### config.mk
export PLATFORM = sky130hd
export DESIGN_NAME = mt_prng_stream
export DESIGN_NICKNAME = d
export VERILOG_FILES = /design/src/rtl/mt_prng_pkg.sv /design/src/rtl/mt_prng_temper.sv /design/src/rtl/mt_prng_stream.sv
export SDC_FILE = /design/constraint.sdc
export NUM_CORES = 1
export LEC_CHECK = 0
export ABC_AREA = 1
export CAP_MARGIN = 5
export CELL_PAD_IN_SITES_DETAIL_PLACEMENT = 0
export CELL_PAD_IN_SITES_GLOBAL_PLACEMENT = 1
export CORE_MARGIN = 5
export CORE_UTILIZATION = 50
export CTS_BUF_LIST = sky130_fd_sc_hd__clkbuf_8
export DETAILED_ROUTE_END_ITERATION = 8
export PLACE_DENSITY_LB_ADDON = 0.1
export SLEW_MARGIN = 20
export SYNTH_ARGS = -nofsm -noshare
export SYNTH_HDL_FRONTEND = slang
export SYNTH_SLANG_ARGS = --single-unit
### constraint.sdc
create_clock -name clk -period 5.7 [get_ports clk]
set_clock_uncertainty 0.15 [all_clocks]
set_input_delay 0.57 -clock clk [delete_from_list [all_inputs] [get_ports clk]]
set_output_delay 0.57 -clock clk [all_outputs]
set_load 0.02 [all_outputs]
### src/rtl/mt_prng_pkg.sv
`default_nettype none
// ============================================================================
//  Module   : mt_prng_pkg
//  Purpose  : Shared definitions for the mt_prng_stream generator.
//             - FSM state type (seeding / running)
//             - 32-bit seeding multiplier and tempering mask; each user
//               slices these down to its own WIDTH
//             - legal WIDTH / DEPTH limits, checked at elaboration by the top
//  Ports    : none (package)
//  Revision : 1.0 - initial release
// ============================================================================
package mt_prng_pkg;

  typedef enum logic [0:0] {
    ST_SEED = 1'b0,
    ST_RUN  = 1'b1
  } prng_state_e;

  localparam logic [31:0] C_SEED_MULT   = 32'h6C07_8965;
  localparam logic [31:0] C_TEMPER_MASK = 32'h9D2C_5680;

  localparam int C_WIDTH_MIN = 8;
  localparam int C_WIDTH_MAX = 32;
  localparam int C_DEPTH_MIN = 4;
  localparam int C_DEPTH_MAX = 16;

endpackage : mt_prng_pkg
`default_nettype wire

### src/rtl/mt_prng_temper.sv
`default_nettype none
// ============================================================================
//  Module   : mt_prng_temper
//  Purpose  : Purely combinational output tempering of one state word:
//               t = n ^ (n >> WIDTH/2)
//               t = t ^ ((t << WIDTH/4) & TMASK)
//             TMASK is the low WIDTH bits of the 32-bit tempering mask.
//  Params   : WIDTH - word width (8..32)
//  Ports    : i_n [WIDTH] - untempered word
//             o_t [WIDTH] - tempered word
//  Revision : 1.0 - initial release
// ============================================================================
module mt_prng_temper
  import mt_prng_pkg::*;
#(
  parameter int WIDTH = 8
) (
  input  logic [WIDTH-1:0] i_n,
  output logic [WIDTH-1:0] o_t
);

  localparam logic [WIDTH-1:0] C_TMASK = C_TEMPER_MASK[WIDTH-1:0];

  logic [WIDTH-1:0] w_t1;

  assign w_t1 = i_n ^ (i_n >> (WIDTH / 2));
  assign o_t  = w_t1 ^ ((w_t1 << (WIDTH / 4)) & C_TMASK);

endmodule : mt_prng_temper
`default_nettype wire

### src/rtl/mt_prng_stream.sv
`default_nettype none
// ============================================================================
//  Module   : mt_prng_stream
//  Purpose  : Small twisted-state pseudo-random word generator with a
//             valid/ready output stream.
//             SEED : writes one state word per cycle (DEPTH cycles total)
//             RUN  : produces one word per cycle whenever the output
//                    register is empty or being consumed.
//  Params   : WIDTH        - state/output word width (8..32)
//             DEPTH        - number of state words (4..16)
//             OUTPUT_TYPE  - 0: integer word, 1: IEEE-754 single in [1,2)
//                            (requires WIDTH=32)
//             DEFAULT_SEED - seed used after reset
//  Macro    : MT_PRNG_TEMPER_EN - when defined, output words are tempered
//             by mt_prng_temper; the state always keeps the raw word.
//  Ports    : clk        in   clock, rising edge
//             reset      in   asynchronous active-high reset
//             load_seed  in   reseed request (highest priority)
//             seed_data  in   [WIDTH] seed, sampled with load_seed
//             prng_ready in   consumer accepts prng_data
//             prng_data  out  [WIDTH] registered random word
//             prng_valid out  prng_data holds an unconsumed word
//             prng_done  out  seeding complete (FSM in RUN)
//  Revision : 1.0 - initial release
// ============================================================================
module mt_prng_stream
  import mt_prng_pkg::*;
#(
  parameter int          WIDTH        = 8,
  parameter int          DEPTH        = 4,
  parameter int          OUTPUT_TYPE  = 0,
  parameter int unsigned DEFAULT_SEED = 1
) (
  input  logic             clk,
  input  logic             reset,
  input  logic             load_seed,
  input  logic [WIDTH-1:0] seed_data,
  input  logic             prng_ready,
  output logic [WIDTH-1:0] prng_data,
  output logic             prng_valid,
  output logic             prng_done
);

  localparam int               PTR_W        = $clog2(DEPTH);
  localparam logic [PTR_W-1:0] C_LAST       = PTR_W'(DEPTH - 1);
  localparam logic [PTR_W-1:0] C_ONE        = PTR_W'(1);
  localparam logic [WIDTH-1:0] C_MULT_W     = C_SEED_MULT[WIDTH-1:0];
  localparam logic [31:0]      C_SEED32     = 32'(DEFAULT_SEED);
  localparam logic [WIDTH-1:0] C_RESET_SEED = C_SEED32[WIDTH-1:0];

  // --------------------------------------------------------------------------
  // Elaboration-time configuration checks
  // --------------------------------------------------------------------------
  generate
    if (WIDTH < C_WIDTH_MIN || WIDTH > C_WIDTH_MAX) begin : g_bad_width
      $error("mt_prng_stream: WIDTH must be in 8..32");
    end
    if (DEPTH < C_DEPTH_MIN || DEPTH > C_DEPTH_MAX) begin : g_bad_depth
      $error("mt_prng_stream: DEPTH must be in 4..16");
    end
    if (OUTPUT_TYPE != 0 && OUTPUT_TYPE != 1) begin : g_bad_type
      $error("mt_prng_stream: OUTPUT_TYPE must be 0 or 1");
    end
    if (OUTPUT_TYPE == 1 && WIDTH != 32) begin : g_bad_float
      $error("mt_prng_stream: OUTPUT_TYPE=1 requires WIDTH=32");
    end
  endgenerate

  // --------------------------------------------------------------------------
  // State
  // --------------------------------------------------------------------------
  prng_state_e      state_q, state_d;
  logic [PTR_W-1:0] k_q, k_d;
  logic [PTR_W-1:0] ptr_q, ptr_d;
  logic [WIDTH-1:0] seed_q, seed_d;
  logic [WIDTH-1:0] data_q, data_d;
  logic             valid_q, valid_d;
  logic             done_q, done_d;
  logic [WIDTH-1:0] s_q [DEPTH];
  logic [WIDTH-1:0] s_d [DEPTH];

  // --------------------------------------------------------------------------
  // Seeding recurrence: s[k] = M*(s[k-1] ^ (s[k-1] >> (WIDTH-2))) + k
  // --------------------------------------------------------------------------
  logic [PTR_W-1:0] w_k_prev;
  logic [WIDTH-1:0] w_prev;
  logic [WIDTH-1:0] w_seed_word;

  // Clamp at 0 so the (unused) k=0 read never indexes outside the array.
  assign w_k_prev    = (k_q == '0) ? '0 : (k_q - C_ONE);
  assign w_prev      = s_q[w_k_prev];
  assign w_seed_word = (k_q == '0) ? seed_q
                     : (C_MULT_W * (w_prev ^ (w_prev >> (WIDTH - 2)))) + WIDTH'(k_q);

  // --------------------------------------------------------------------------
  // Step: y = s[ptr] ^ (s[ptr] >> 1); n = y ^ (y << 1) ^ (s[ptr+1] >> 3)
  // --------------------------------------------------------------------------
  logic [PTR_W-1:0] w_ptr_next;
  logic [WIDTH-1:0] w_cur;
  logic [WIDTH-1:0] w_nbr;
  logic [WIDTH-1:0] w_y;
  logic [WIDTH-1:0] w_step;
  logic [WIDTH-1:0] w_shaped;
  logic [WIDTH-1:0] w_out;

  assign w_ptr_next = (ptr_q == C_LAST) ? '0 : (ptr_q + C_ONE);
  assign w_cur      = s_q[ptr_q];
  assign w_nbr      = s_q[w_ptr_next];
  assign w_y        = w_cur ^ (w_cur >> 1);
  assign w_step     = w_y ^ (w_y << 1) ^ (w_nbr >> 3);

`ifdef MT_PRNG_TEMPER_EN
  mt_prng_temper #(
    .WIDTH (WIDTH)
  ) u_temper (
    .i_n (w_step),
    .o_t (w_shaped)
  );
`else
  assign w_shaped = w_step;
`endif

  generate
    if (OUTPUT_TYPE == 1) begin : g_float_out
      // Sign 0, biased exponent 127, random mantissa -> value in [1.0, 2.0)
      assign w_out = {1'b0, 8'd127, w_shaped[22:0]};
    end else begin : g_int_out
      assign w_out = w_shaped;
    end
  endgenerate

  // --------------------------------------------------------------------------
  // Next-state logic
  // --------------------------------------------------------------------------
  always_comb begin
    state_d = state_q;
    k_d     = k_q;
    ptr_d   = ptr_q;
    seed_d  = seed_q;
    data_d  = data_q;
    valid_d = valid_q;
    done_d  = done_q;
    for (int i = 0; i < DEPTH; i++) begin
      s_d[i] = s_q[i];
    end

    if (load_seed) begin
      // Reseed wins over everything, including a pending handshake: the
      // held word is dropped rather than transferred.
      seed_d  = seed_data;
      state_d = ST_SEED;
      k_d     = '0;
      valid_d = 1'b0;
      done_d  = 1'b0;
    end else if (state_q == ST_SEED) begin
      s_d[k_q] = w_seed_word;
      if (k_q == C_LAST) begin
        state_d = ST_RUN;
        k_d     = '0;
        ptr_d   = '0;
        done_d  = 1'b1;
      end else begin
        k_d = k_q + C_ONE;
      end
    end else if (!valid_q || prng_ready) begin
      // Output register empty or being consumed this edge: advance.
      s_d[ptr_q] = w_step;
      ptr_d      = w_ptr_next;
      data_d     = w_out;
      valid_d    = 1'b1;
    end
  end

  always_ff @(posedge clk or posedge reset) begin
    if (reset) begin
      state_q <= ST_SEED;
      k_q     <= '0;
      ptr_q   <= '0;
      seed_q  <= C_RESET_SEED;
      data_q  <= '0;
      valid_q <= 1'b0;
      done_q  <= 1'b0;
      for (int i = 0; i < DEPTH; i++) begin
        s_q[i] <= '0;
      end
    end else begin
      state_q <= state_d;
      k_q     <= k_d;
      ptr_q   <= ptr_d;
      seed_q  <= seed_d;
      data_q  <= data_d;
      valid_q <= valid_d;
      done_q  <= done_d;
      for (int i = 0; i < DEPTH; i++) begin
        s_q[i] <= s_d[i];
      end
    end
  end

  assign prng_data  = data_q;
  assign prng_valid = valid_q;
  assign prng_done  = done_q;

endmodule : mt_prng_stream
`default_nettype wire

Word-level counts from Yosys, hierarchy flattened
Index checks and enable logic that the tools add are counted.
- register bits after elaboration: 55
- input port bits: 12
- output and inout bits: 10
- logic and storage cells: 84
- add/subtract/negate cells: 4
- $mul: 1
- magnitude comparators: 6
- equal/unequal tests: 4
- muxes and demuxes: 35
- bitwise logic cells: 9
- reduce and logical (&&, ||, !) cells: 14
- operators with widths (kind ; number):
    $mux 8 ; 9
    $bwmux 32 ; 2
    $mux 32 ; 2
    $bmux 8 s2 ; 3
    $demux 8 s2 ; 2
    $mux 2 ; 8
    $ge 3x3->1 const B ; 4
    $not 2->3 ; 4
    $mux 1 ; 9
    $add 8x2->8 ; 1
    $mul 7x8->8 const A ; 1
    $reduce_bool 2->1 ; 4
    $xor 8x2->8 ; 1
    $xor 8x5->8 ; 1
    $xor 8x7->8 ; 1
    $xor 8x8->8 ; 1
    $lt 3x1->1 const B ; 2
    $reduce_and 2->1 ; 3
    $reduce_and 3->1 ; 2
    $add 2x1->2 const B ; 2
    $eq 2x2->1 const B ; 2
    $logic_and 1x1->1 ; 2
    $logic_not 2->1 ; 1
    $ne 2x1->1 const B ; 1
    5 further kinds ; 5

Depth between registers and ports, before layout
- depth in word-level cells: 12
- gate-level depth with buffers: 28
- gate-level depth less buffers: 26

Least setup slack after synthesis
Ideal clock, no wire load.
- kind: register to register
- start point: register k_q[0]
- end point: register s_q[7] in the netlist's numbering
- setup time: 0.077 ns
- arrival: 3.698 ns
- data required time: 5.473 ns
- setup slack: 1.775 ns
- stages on the path, launching flop included: 22
- path buffers: 3
- period minus slack after synthesis: 3.925 ns
- cells stage by stage: dfrtp_1 inv_1 ha_1 buf_4 inv_2 buf_4 clkbuf_1 o21ai_0 nand2_1 xor2_1 ha_1 ha_1 ha_1 ha_1 ha_1 a21oi_1 inv_1 nand2_1 nand3_1 nand2_1 nand2_1 a21oi_1
- cells in the longest elaborated chain, start to end: 12
- elaborated cells on any way between the ends: 19
- those cells by class: 2 x add/sub; 1 x mul; 2 x order compare; 9 x mux; 3 x bitwise; 2 x reduce/logical
- ends and longest elaborated chain (what ; RTL line ; text):
    from (decl) ; mt_prng_stream.sv:73 ; logic [PTR_W-1:0] k_q, k_d;
    from (signal assigned) ; mt_prng_stream.sv:188 ; k_q <= k_d;
    $sub 2x1->2 / $logic_not 2->1 (equally long branches) ; mt_prng_stream.sv:90, mt_prng_stream.sv:92 ;
    $mux 2 ; mt_prng_stream.sv:90 ; assign w_k_prev = (k_q == '0) ? '0 : (k_q - C_ONE);
    $not 2->3 (implied by the code) ; mt_prng_stream.sv:91 ; assign w_prev = s_q[w_k_prev];
    $bmux 8 s2 ; mt_prng_stream.sv:91 ;
    $mux 8 (implied by the code) (2 in a row) ; mt_prng_stream.sv:91 ;
    $xor 8x2->8 ; mt_prng_stream.sv:93 ; : (C_MULT_W * (w_prev ^ (w_prev >> (WIDTH - 2)))) + WIDTH'(k_q);
    $mul 7x8->8 ; mt_prng_stream.sv:93 ;
    $add 8x2->8 ; mt_prng_stream.sv:93 ;
    $mux 8 ; mt_prng_stream.sv:92 ; assign w_seed_word = (k_q == '0) ? seed_q
    $bwmux 32 * ; mt_prng_stream.sv:156 ; s_d[k_q] = w_seed_word;
    $mux 32 * ; mt_prng_stream.sv:155 ; end else if (state_q == ST_SEED) begin
    to (signal, indexed assignment) ; mt_prng_stream.sv:195 ; s_q[i] <= s_d[i];
    to (decl) ; mt_prng_stream.sv:79 ; logic [WIDTH-1:0] s_q [DEPTH];
Mark *: on every way between the ends. The rest lies on a longest branch, timed or not. The select of a mux whose other input is x is not followed.
A chain may end at the register's enable or synchronous reset.

Final worst setup path
Same ends and word-level chain as after synthesis.

==> flow_summary_export.csv <==
group,metric,value,unit
die,die-area,9800,um^2
synthesis,ys.flop_type,"dfrtp_1",
route,drc,0,
finish,syn_to_final_growth,9.10,%
synthesis,synth.area.top_cells,"dfrtp_1 34%, nand2_1 15%, ha_1 8.2%, a21oi_1 5.6%, inv_1 4.6%",
finish,final_net_count,594,
global_route,grt_pass1_wl,19.6,mm
route,wirelength,12.3,mm
synthesis,synth_cells,540,
die,die_w,99.0,um
route,drtIter0Drc,453,
synthesis,ys_types,40,
route,via_count,3804,
sta,fmax,228,MHz
synthesis,async_reset_ff_frac,1.00,
clock_tree,cts_tree,"built",
place,place.gp.congestion,1.02,
flow_run,cap_violations,0,
finish,final_util,0.559,
clock_tree,clock-sinks,55,
finish,drive_gt1_frac,0.0845,
status,status,"completed",
min_path,hold_path_depth,2,
critical_path,r2r_setup_slack,1.32,ns
clock_tree,ctsRootBufferMaster,"clkbuf_8",
global_route,first_global_vias,3624,
synthesis,synth_edf_count,0,
die,coreArea,7730,um^2
clock_tree,path_clk_slew,0.11,ns
critical_path,cp-start-kind,"register",
synthesis,synthDominantCellAreaShare,0.341,
sta,worst_slew_pin_slew,0.733,ns
synthesis,avgSynthCellArea,7.33,um^2
synthesis,syn-num-nets,579,
place,io_buffers,21,
die,rows,32,
route,first_pass_iters,5,
die,initial_core_util,0.512,
critical_path,cp-end-kind,"register",
finish,n_antenna_cell,0,
clock_tree,clock_path_buffers,2,
clock_tree,cts_resized,0,
clock_tree,insertion_delay,0.32,ns
finish,final_area,4320,um^2
sta,setup_viol,0,
global_route,antenna_found_initial,0,
sta,min_period,4.38,ns
die,io_pins,22,
finish,stdcell_count,658,
min_path,hold_class,"reg2reg",
synthesis,synth_largest_area_cell,"dfrtp_1",
global_route,gr-total-overflow,0,
clock_tree,htreeDepth,2,
sta,slew_violations,0,
finish,fillers,757,
synthesis,ys_seq_area_frac,0.348,
critical_path,path_class,"reg2reg",
clock_tree,cts_made_buffers,5,
critical_path,crit_path_max_fanout,24,
sta,timing.setup.tns,0,ns
clock_tree,postCtsSetupRepairBufs,0,
global_route,track_usage,0.257,
critical_path,cp.required,5.80,ns
synthesis,synth_area,3960,um^2
route,avgViaCountPerCell,5.78,
sta,rsz0062_at_grt,"no",
synthesis,yosys.cell_count.top_type,"nand2_1",
die,fp.dieH,99.0,um
route,ant_nets,0,
synthesis,ys_ff_latch,55,
route,routedWlPerCell,18.8,um
synthesis,synthTopCellsByCount,"156 x nand2_1, 54 x dfrtp_1, 48 x inv_1",
place,dpl.hpwl,9.36,mm
clock_tree,cts_hold_buf,0,
critical_path,arrival,4.48,ns
place,placedCellCount,650,
sta,min_period_over_period,0.768,
global_route,grt_max_degree,56,
synthesis,ys.warnings.count,0,
place,placed_cell_area,4220,um^2
sta,finalHoldViolations,0,
sta,slew_headroom,0.511,
critical_path,reg2regPathDepth,19,
[through the flow]
stage / worst slack (ns) / hold WS [ns]
floorplan: 1.77 / 0.292
global placement: 1.53 / 0.304
detailed placement: 1.40 / 0.307
CTS: 1.37 / 0.323
global route: 0.968 / 0.351
finish: 1.32 / 0.322
[state kept, by name (all words and copies together) (netlist names)]
| signal | flops |
|---|---|
| s_q | 32 |
| prng_data | 8 |
| seed_q | 8 |
| k_q | 2 |
| ptr_q | 2 |
| prng_done | 1 |
| prng_valid | 1 |
| state_q | 1 |
[layout by cell type, fill, tap and decap left out, drive strengths merged]
cell type | netlist | routed
ha | 26 | 26
clkinv | 1 | 2
inv | 64 | 64
a21oi | 49 | 49
fa | 1 | 1
a2bb2oi | 10 | 10
a22oi | 11 | 11
nor2 | 46 | 46
a21boi | 2 | 2
o22ai | 5 | 5
a32oi | 3 | 3
nand3 | 21 | 21
or2 | 2 | 2
clkinvlp | 0 | 1
nand4 | 1 | 1
xnor2 | 7 | 7
clkdlybuf4s50 | 0 | 21
clkbuf | 5 | 6
xor2 | 11 | 11
a21o | 1 | 1
dfstp | 1 | 1
nand2 | 157 | 157
dfrtp | 54 | 54
a31oi | 4 | 4
buf | 10 | 2
o211ai | 1 | 1
o21ai | 47 | 47
[cell type report]
cell class / instances / area, um^2 / area share
Multi-Input combinational cell: 405 / 2240 / 0.519
Tap cell: 102 / 128 / 0.0295
Inverter: 65 / 246 / 0.0571
Clock buffer: 6 / 82.6 / 0.0191
Clock inverter: 2 / 16.3 / 0.00377
Timing Repair Buffer: 23 / 225 / 0.0521
Sequential cell: 55 / 1380 / 0.319
[worst paths after layout]
kind | start | end
max in group asynchronous | reset | s_q[23]$_DFFE_PP0P_
min | seed_q[0]$_DFFE_PP1P_ | seed_q[0]$_DFFE_PP1P_
min reg2reg | seed_q[0]$_DFFE_PP1P_ | seed_q[0]$_DFFE_PP1P_
min in group asynchronous | reset | prng_data[4]$_DFFE_PP0P_
max | k_q[0]$_DFFE_PP0P_ | s_q[7]$_DFFE_PP0P_
max reg2reg | k_q[0]$_DFFE_PP0P_ | s_q[7]$_DFFE_PP0P_
[metal layers]
layer	wire (um)	global-route usage	vias up
li1	-	-	1800
met1	5280	0.357	1765
met2	5570	0.394	207
met5	0	0	-
met4	460	0.102	0
met3	1030	0.0481	32
[worst max-delay path: stages, from the launching register on]
cell and delay (ns):
dfrtp_1 0.44, inv_1 0.14, ha_1 0.35, inv_2 0.23, a21oi_1 0.19, o21ai_0 0.09, o21ai_0 0.12, xor2_1 0.40
ha_1 0.31, ha_1 0.30, ha_1 0.29, ha_1 0.28, ha_1 0.32, a21oi_1 0.20, inv_1 0.06, nand2_1 0.06
nand3_1 0.06, nand2_1 0.12, nand2_1 0.07, a21oi_1 0.14
[kinds of logic after synthesis]
family | Yosys count | synth area share
XOR/XNOR | 18 | 0.0474
buffers and inverters | 80 | 0.0863
flip-flops | 55 | 0.348
adder cells (fa/ha/maj) | 27 | 0.0872
AO/OA/AOI/OAI | 133 | 0.204
AND/OR/NAND/NOR | 227 | 0.228
Power is not shown: default switching activity piles up to over one toggle a cycle in this logic, so the estimate is an artifact.
